File: config.mk
export PLATFORM = sky130hd
export DESIGN_NAME = int_ctrl_flat
export DESIGN_NICKNAME = d
export VERILOG_FILES = /design/src/rtl/int_ctrl_if.sv /design/src/rtl/int_ctrl.sv /design/src/flat_wrapper.sv
export SDC_FILE = /design/constraint.sdc
export NUM_CORES = 1
export LEC_CHECK = 0
export CAP_MARGIN = 5
export CORE_MARGIN = 4
export CORE_UTILIZATION = 35
export DETAILED_ROUTE_END_ITERATION = 16
export RECOVER_POWER = 25
export SETUP_SLACK_MARGIN = 0.3
export SLEW_MARGIN = 20
export SYNTH_ARGS = -nofsm -noshare
export SYNTH_HDL_FRONTEND = slang
export SYNTH_SLANG_ARGS = --single-unit
File: constraint.sdc
create_clock -name clk -period 2.6 [get_ports clk]
set_input_delay 0.26 -clock clk [delete_from_list [all_inputs] [get_ports clk]]
set_output_delay 0.26 -clock clk [all_outputs]
set_load 0.005 [all_outputs]
File: src/rtl/int_ctrl_if.sv
// CPU-side handshake between the interrupt controller (master) and the control unit (slave):
// request/vector/id from the controller, calli acknowledge and reti from the CPU.
interface int_ctrl_if;
  logic       int_req;
  logic [7:0] int_vec;
  logic [2:0] int_id;
  logic       ack;
  logic       reti;

  modport master (output int_req, int_vec, int_id, input  ack, reti);
  modport slave  (input  int_req, int_vec, int_id, output ack, reti);
endinterface

File: src/rtl/int_ctrl.sv
// int_ctrl: priority interrupt controller (edge-latched pending, mask, calli/reti in-service tracking).
// Optional macro NESTING_EN lets a higher-priority line preempt a line already in service.
module int_ctrl #(
  parameter int unsigned N          = 8,
  parameter logic [7:0]  VEC_BASE   = 8'h10,
  parameter int unsigned VEC_STRIDE = 4,
  parameter logic [7:0]  MASK_RST   = 8'hFF
) (
  input  logic          clk,
  input  logic          reset,
  int_ctrl_if.master    cpu,
  input  logic [N-1:0]  int_e,
  input  logic          mask_we,
  input  logic [N-1:0]  mask_wdata,
  output logic [N-1:0]  pending,
  output logic [N-1:0]  in_service
);

  typedef enum logic [1:0] {IDLE, REQ, SERVICE} state_t;

  state_t       state;
  logic [N-1:0] sync_p0, sync_p1, sync_p2, mask;
  logic         req_q;
  logic [7:0]   vec_q;
  logic [2:0]   id_q;

  logic [N-1:0] rise, eligible, ack_bit, isr_after_reti, isr_nx, pend_nx;
  logic [2:0]   win;
  logic         ack_take, reti_take;

  function automatic logic [2:0] lowest_idx(input logic [N-1:0] v);
    logic [2:0] idx = '0;
    for (int i = int'(N) - 1; i >= 0; i--)
      if (v[i]) idx = 3'(i);
    return idx;
  endfunction

  function automatic logic [N-1:0] onehot(input logic [2:0] id);
    return N'(1) << id;
  endfunction

  function automatic logic [7:0] vec_of(input logic [2:0] id);
    logic [31:0] v;
    v = 32'(VEC_BASE) + 32'(id) * VEC_STRIDE;
    return v[7:0];
  endfunction

  assign cpu.int_req = req_q;
  assign cpu.int_vec = vec_q;
  assign cpu.int_id  = id_q;

  // reti clears the lowest in-service bit before a same-cycle ack sets the new one;
  // a fresh edge on the acked line survives the ack's pending clear.
  always_comb begin
    rise           = sync_p1 & ~sync_p2;
    eligible       = pending & mask;
    win            = lowest_idx(eligible);
    ack_take       = (state == REQ) && cpu.ack;
    reti_take      = cpu.reti && (in_service != '0);
    ack_bit        = ack_take ? onehot(id_q) : '0;
    isr_after_reti = reti_take ? (in_service & (in_service - N'(1))) : in_service;
    isr_nx         = isr_after_reti | ack_bit;
    pend_nx        = (pending & ~ack_bit) | rise;
  end

  // Stage p0/p1: two-flop synchroniser; stage p2: previous value for edge detection
  always_ff @(posedge clk or negedge reset) begin
    if (!reset) begin
      sync_p0 <= '0;
      sync_p1 <= '0;
      sync_p2 <= '0;
      mask    <= MASK_RST[N-1:0];
    end else begin
      sync_p0 <= int_e;
      sync_p1 <= sync_p0;
      sync_p2 <= sync_p1;
      if (mask_we) mask <= mask_wdata;
    end
  end

  always_ff @(posedge clk or negedge reset) begin
    if (!reset) begin
      state      <= IDLE;
      pending    <= '0;
      in_service <= '0;
      req_q      <= 1'b0;
      vec_q      <= '0;
      id_q       <= '0;
    end else begin
      pending    <= pend_nx;
      in_service <= isr_nx;
      case (state)
        IDLE: begin
          if (eligible != '0) begin
            state <= REQ;
            req_q <= 1'b1;
            id_q  <= win;
            vec_q <= vec_of(win);
          end
        end
        REQ: begin
          if (cpu.ack) begin
            state <= SERVICE;
            req_q <= 1'b0;
          end
        end
        SERVICE: begin
          if (isr_nx == '0) begin
            state <= IDLE;
          end
`ifdef NESTING_EN
          else if ((eligible != '0) && (win < lowest_idx(isr_nx))) begin
            state <= REQ;
            req_q <= 1'b1;
            id_q  <= win;
            vec_q <= vec_of(win);
          end
`endif
        end
        default: state <= IDLE;
      endcase
    end
  end

endmodule

File: src/flat_wrapper.sv
// flat-port wrapper written by rule: the top's interface ports become plain ports
module int_ctrl_flat 
#(
  parameter int unsigned N          = 8,
  parameter logic [7:0]  VEC_BASE   = 8'h10,
  parameter int unsigned VEC_STRIDE = 4,
  parameter logic [7:0]  MASK_RST   = 8'hFF
)
  (clk, reset, int_e, mask_we, mask_wdata, pending, in_service, cpu_int_req, cpu_int_vec, cpu_int_id, cpu_ack, cpu_reti);
  int_ctrl_if cpu_i ();
  input  logic clk;
  input  logic reset;
  input  logic [N-1:0] int_e;
  input  logic mask_we;
  input  logic [N-1:0] mask_wdata;
  output logic [N-1:0] pending;
  output logic [N-1:0] in_service;
  output wire logic [$bits(cpu_i.int_req)-1:0] cpu_int_req;
  output wire logic [$bits(cpu_i.int_vec)-1:0] cpu_int_vec;
  output wire logic [$bits(cpu_i.int_id)-1:0] cpu_int_id;
  input wire logic [$bits(cpu_i.ack)-1:0] cpu_ack;
  input wire logic [$bits(cpu_i.reti)-1:0] cpu_reti;
  assign cpu_int_req = cpu_i.int_req;
  assign cpu_int_vec = cpu_i.int_vec;
  assign cpu_int_id = cpu_i.int_id;
  assign cpu_i.ack = cpu_ack;
  assign cpu_i.reti = cpu_reti;
  int_ctrl #(.N(N), .VEC_BASE(VEC_BASE), .VEC_STRIDE(VEC_STRIDE), .MASK_RST(MASK_RST)) u_core (.clk(clk), .reset(reset), .cpu(cpu_i), .int_e(int_e), .mask_we(mask_we), .mask_wdata(mask_wdata), .pending(pending), .in_service(in_service));
endmodule
# --- After elaboration in Yosys (flattened, before gate mapping) ---
# Cells that the tools add are included.
totals:
  ramBits: 0
  ff_bits: 62
  rom_bits: 0
  output_inout_bits: 28
  in_bits: 21
  n_memories: 0
  latchBits: 0
classes:
  n_addsub: 2
  n_eq_ne: 5
  n_mul: 0
  n_mux: 17
  magnitude_cmp: 0
  div_mod_pow: 0
  n_reduce_logical: 10
  bitwise_logic: 8
  shift: 1
ops:
  columns: ["cell", "n"]
  rows:
  - ["8-bit bitwise AND", 4]
  - ["3-bit 2-to-1 mux", 8]
  - ["8-bit 2-to-1 mux", 2]
  - ["8-bit NOT", 2]
  - ["8-bit OR", 2]
  - ["8-bit nonzero test", 2]
  - ["8-bit logical NOT", 1]
  - ["1-bit by 3-bit left shift with 8-bit output, first input constant", 1]
  - ["8-bit by 1-bit subtractor with 8-bit output, second input constant", 1]
  - ["5-bit by 5-bit adder with 6-bit output, first input constant", 1]
  - ["2-bit 2-to-1 mux", 3]
  - ["2-bit case mux with 3 select lines", 1]
  - ["3-bit AND reduction", 2]
  - ["2-bit by 1-bit != test with 1-bit output, second input constant", 2]
  - ["2-bit by 1-bit equality test with 1-bit output, second input constant", 1]
  - ["2-bit equality test, second input constant", 1]
  - ["1-bit logical AND", 2]
  - ["2-bit logical NOT", 1]
  - ["1-bit 2-to-1 mux", 2]
  - ["2-bit != test, second input constant", 1]
  - ["1-bit case mux with 2 select lines", 1]
  - ["2-bit AND reduction", 1]
  - ["2-bit nonzero test", 1]

# --- Longest topological paths before layout ---
logic_depth:
  depth_word: 10
  ltp_mapped: 4

# --- Least setup slack after synthesis ---
# No wires, ideal clock.
synth_timing:
  path_type: "register to register"
  start: "register u_core.in_service[1]"
  end: "register u_core.state[1]"
  period_less_slack_ns: 1.651
  setup_slack_ns: 0.949
  path_stages_with_launch: 5
  t_arrival_ns: 1.532
  setup_ns: 0.119
  t_required_ns: 2.481
  cell_sequence: "dfrtp_1 -> or4_4 -> a2111oi_4 -> o22ai_1 -> a21bo_1"
synth_between:
  elab_chain_len: 7
  word_cells_on_any_way: 9
  cone_classes: "add/sub (1); eq/ne (1); mux (1); bitwise (2); reduce/logical (4)"
synth_rtl:
  columns: ["item", "line_no", "rtl"]
  rows:
  - ["from (decl)", "int_ctrl.sv:16", "output logic [N-1:0] in_service"]
  - ["from (signal assigned)", "int_ctrl.sv:91", "in_service <= isr_nx;"]
  - ["8-bit by 1-bit subtractor with 8-bit output or 8-bit nonzero test (tied branches)", "int_ctrl.sv:61, int_ctrl.sv:59", null]
  - ["8-bit bitwise AND or 1-bit logical AND (tied branches)", "int_ctrl.sv:61, int_ctrl.sv:59", null]
  - ["8-bit 2-to-1 mux (*)", "int_ctrl.sv:61", "isr_after_reti = reti_take ? (in_service & (in_service - N'(1))) : in_service;"]
  - ["8-bit OR (*)", "int_ctrl.sv:62", "isr_nx = isr_after_reti | ack_bit;"]
  - ["8-bit logical NOT (*)", "int_ctrl.sv:108", "if (isr_nx == '0) begin"]
  - ["2-bit by 1-bit != test with 1-bit output (no source line) (*)", null, null]
  - ["3-bit AND reduction (no source line) (*)", null, null]
  - ["to (signal assigned)", "int_ctrl.sv:103", "state <= SERVICE;"]
  - ["to (signal assigned)", "int_ctrl.sv:109", "state <= IDLE;"]
  - ["to (signal assigned)", "int_ctrl.sv:120", "default: state <= IDLE;"]
  - ["to (decl)", "int_ctrl.sv:21", "state_t state;"]
# Mark *: on every way between the ends. The rest lies on a longest branch, timed or not.
# A chain may end at the register's enable or synchronous reset.

# --- Worst setup path after layout ---
# Ends and elaborated chain as after synthesis.

==> metrics <==
WHS 0.353 ns; critical path fanouts, max 6; final WL 4070 um; DP HPWL 3050 um; Setup Skew 0.00555 ns; Die H 85.2 um; RSZ-0062 raised after global routing no; FF-to-FF setup slack 0.86 ns; maximum root-to-sink buffer count 2; die area 7270 um2; wire per inst 14.1 um; Residual DRC 0; Tcrit/Tclk final 0.670; initial DRC count 53; Chip Width 85.2 um; DR pass1 iterations 4; Placer Congestion 0.745; io pins 49; multi-input logic area 619 um2; Lkg Pwr 1.23 nW; std cell rows 27; cells after synthesis 167; antenna violations before repair 0; worst vdd ir 0.368 mV; DR vias/cell 4.84; FF+latch area 1390 um2; CTS tree done; CP max-delay cell or4_4; fraction of layout cells with a size suffix above 1 0.130; Post-CTS Setup Repair Bufs 0; Worst Hold Depth 0; stages on the worst setup path 4; Max Cap Viol 0; largest net degree at the start of global routing 33; vias in the first global route 1316; relative slew slack 0.0957; first-pass GRT wire length 6600 um; antenna-violating nets left 0; via count 1394; final hold viol count 0; grt ovf 0; Yosys reg bits 55; Critical Path Sink Type register; Critical Path RT 2.80 ns; ANT cells 0; Max H-tree Level 2; fill cell count 543; sequential fraction of the synthesis area 0.664; crit path launch type register; Avg Inst Size Synth 12.5 um2; Clk pin slew, worst setup/hold paths 0.10 ns; CTS Root Cell clkbuf_8; number of synthesis warnings 0; Pins Over Slew Limit 0; Final #Nets 236; CP max stage delay 0.60 ns; Pwr Total 2.49 mW; Reg2Reg Depth 4; clk sink count 55; # resized after CTS 0; CP bufs+invs 0; P per Cell Area 929 nW/um2; worst hold path type register to register; Core ar. 5640 um2; FMAX 574 MHz; crit-path leading delay family compound AO/OA/AOI/OAI gates; worst skew pair latency 0.30 ns; fin crit period 1.74 ns; cell area after synthesis 2090 um2; outcome finished, final reports clean; Least-Margin Pin Slew 1.36 ns; CP arrival 1.94 ns; Num CTS Buffers 5; # hold bufs at CTS 1; P&R area growth vs syn 28.6%; count of port buffers added during placement 44; Initial Util 0.370; setup tns final 0 ns; worst-path cell chain or4_4, a2111oi_4, o22ai_1, a21bo_1; Setup violations, final 0; GR Util All Layers 0.117; Setup Crit Path Kind register to register; count of cell types in the netlist 33
## cell usage after synthesis
| library cell | n | area [um2] |
|---|---|---|
| or2_1 | 1 | 6.26 |
| a22oi_1 | 4 | 30.0 |
| nor2_1 | 5 | 18.8 |
| a21oi_1 | 6 | 30.0 |
| a2111oi_4 | 1 | 27.5 |
| dfstp_2 | 8 | 210 |
| nand3b_1 | 1 | 7.51 |
| a22o_1 | 5 | 43.8 |
| o22ai_1 | 1 | 6.26 |
| o31ai_1 | 2 | 15.0 |
| conb_1 | 1 | 3.75 |
| and4b_1 | 1 | 10.0 |
| nand3_1 | 2 | 10.0 |
| a21o_1 | 1 | 7.51 |
| nor2b_1 | 3 | 18.8 |
| or4_4 | 1 | 11.3 |
| or2_2 | 1 | 6.26 |
| inv_1 | 10 | 37.5 |
| o21ai_1 | 1 | 5.00 |
| dfrtp_1 | 47 | 1180 |
| clkbuf_1 | 1 | 3.75 |
| a41o_1 | 1 | 10.0 |
| nand2b_1 | 2 | 12.5 |
| o21ai_0 | 10 | 50.1 |
| a32o_1 | 2 | 20.0 |
| a211o_1 | 2 | 17.5 |
| buf_4 | 7 | 52.6 |
| nand2_1 | 27 | 101 |
| a21bo_1 | 1 | 10.0 |
| mux2_2 | 8 | 90.1 |
| a222oi_1 | 1 | 10.0 |
| or3_1 | 2 | 12.5 |
| o41ai_2 | 1 | 16.3 |
## metrics by stage
step / setup WS (ns) / util / cells / cell area [um2]
6_report: 0.857 / 0.476 / 288 / 2690
5_1_grt: 0.685 / 0.476 / 288 / 2690
4_1_cts: 0.849 / 0.476 / 288 / 2690
3_5_place_dp: 0.874 / 0.459 / 279 / 2590
3_3_place_gp: 0.905 / 0.459 / 279 / 2590
2_1_floorplan: 0.949 / - / 170 / 2100
## placed cells by master (no fill, tap or decap), types with 2 or more instances in the layout
cell type and n:
conb_1 4, nor2b_1 3, or3_1 2, nand2_1 27, nand3_1 2, a22oi_1 4
dlygate4sd3_1 9, o31ai_1 2, nand2b_1 2, dfrtp_1 47, a32o_1 2, a211o_1 2
clkbuf_8 5, clkdlybuf4s50_1 35, mux2_2 8, clkbuf_1 2, o21ai_0 10, a22o_1 5
inv_1 10, a21oi_1 6, nor2_1 5, dfstp_2 8
## where the power goes
part	total [mW]	switching [mW]	internal, mW	leakage, nW
clock network	0.465	0.271	0.194	0.0418
registers	1.22	0.198	1.02	0.630
logic	0.809	0.327	0.482	0.561
total	2.49	0.795	1.70	1.23
## flip-flops by register name, indices dropped and copies added, names as in the netlist
register / count
u_core.in_service: 8
u_core.mask: 8
u_core.pending: 8
u_core.sync_p0: 8
u_core.sync_p1: 8
u_core.sync_p2: 8
u_core.cpu.int_id: 3
u_core.state: 2
u_core.cpu.int_req: 1
u_core.cpu.int_vec: 1
## cell type report
class | count | share of cell area
clock buffer | 6 | 0.0270
clock inverter | 2 | 0.00605
inverter | 10 | 0.0140
multi-input combinational | 97 | 0.231
sequential | 55 | 0.516
tap | 72 | 0.0335
timing repair buffer | 46 | 0.173
## path summary, 6_finish.rpt
path                                 startpoint              endpoint
max                        u_core.in_service[1]       u_core.state[1]
min in group asynchronous                 reset  u_core.in_service[6]
max in group asynchronous                 reset        u_core.mask[1]
min                           u_core.sync_p0[3]     u_core.sync_p1[3]
max reg2reg                u_core.in_service[1]       u_core.state[1]
min reg2reg                   u_core.sync_p0[3]     u_core.sync_p1[3]
## kinds of logic (layout without fill, tap and decap cells)
kind of cell,Yosys count,count (layout),synth area share
and+or+nand+nor,46,46,0.103
DFF,55,55,0.664
buffers and inverters,18,64,0.0449
other,1,4,0.00180
AOI/OAI and AO/OA,39,39,0.143
muxes,8,8,0.0431
## routing by layer
| layer | GRT usage | vias up | wire [um] |
|---|---|---|---|
| met5 | 0 | - | 0 |
| met4 | 0.0302 | 0 | 19 |
| met1 | 0.164 | 684 | 1910 |
| li1 | - | 666 | - |
| met2 | 0.173 | 40 | 1830 |
| met3 | 0.0379 | 4 | 305 |
Power figures use the tool's default switching activity.
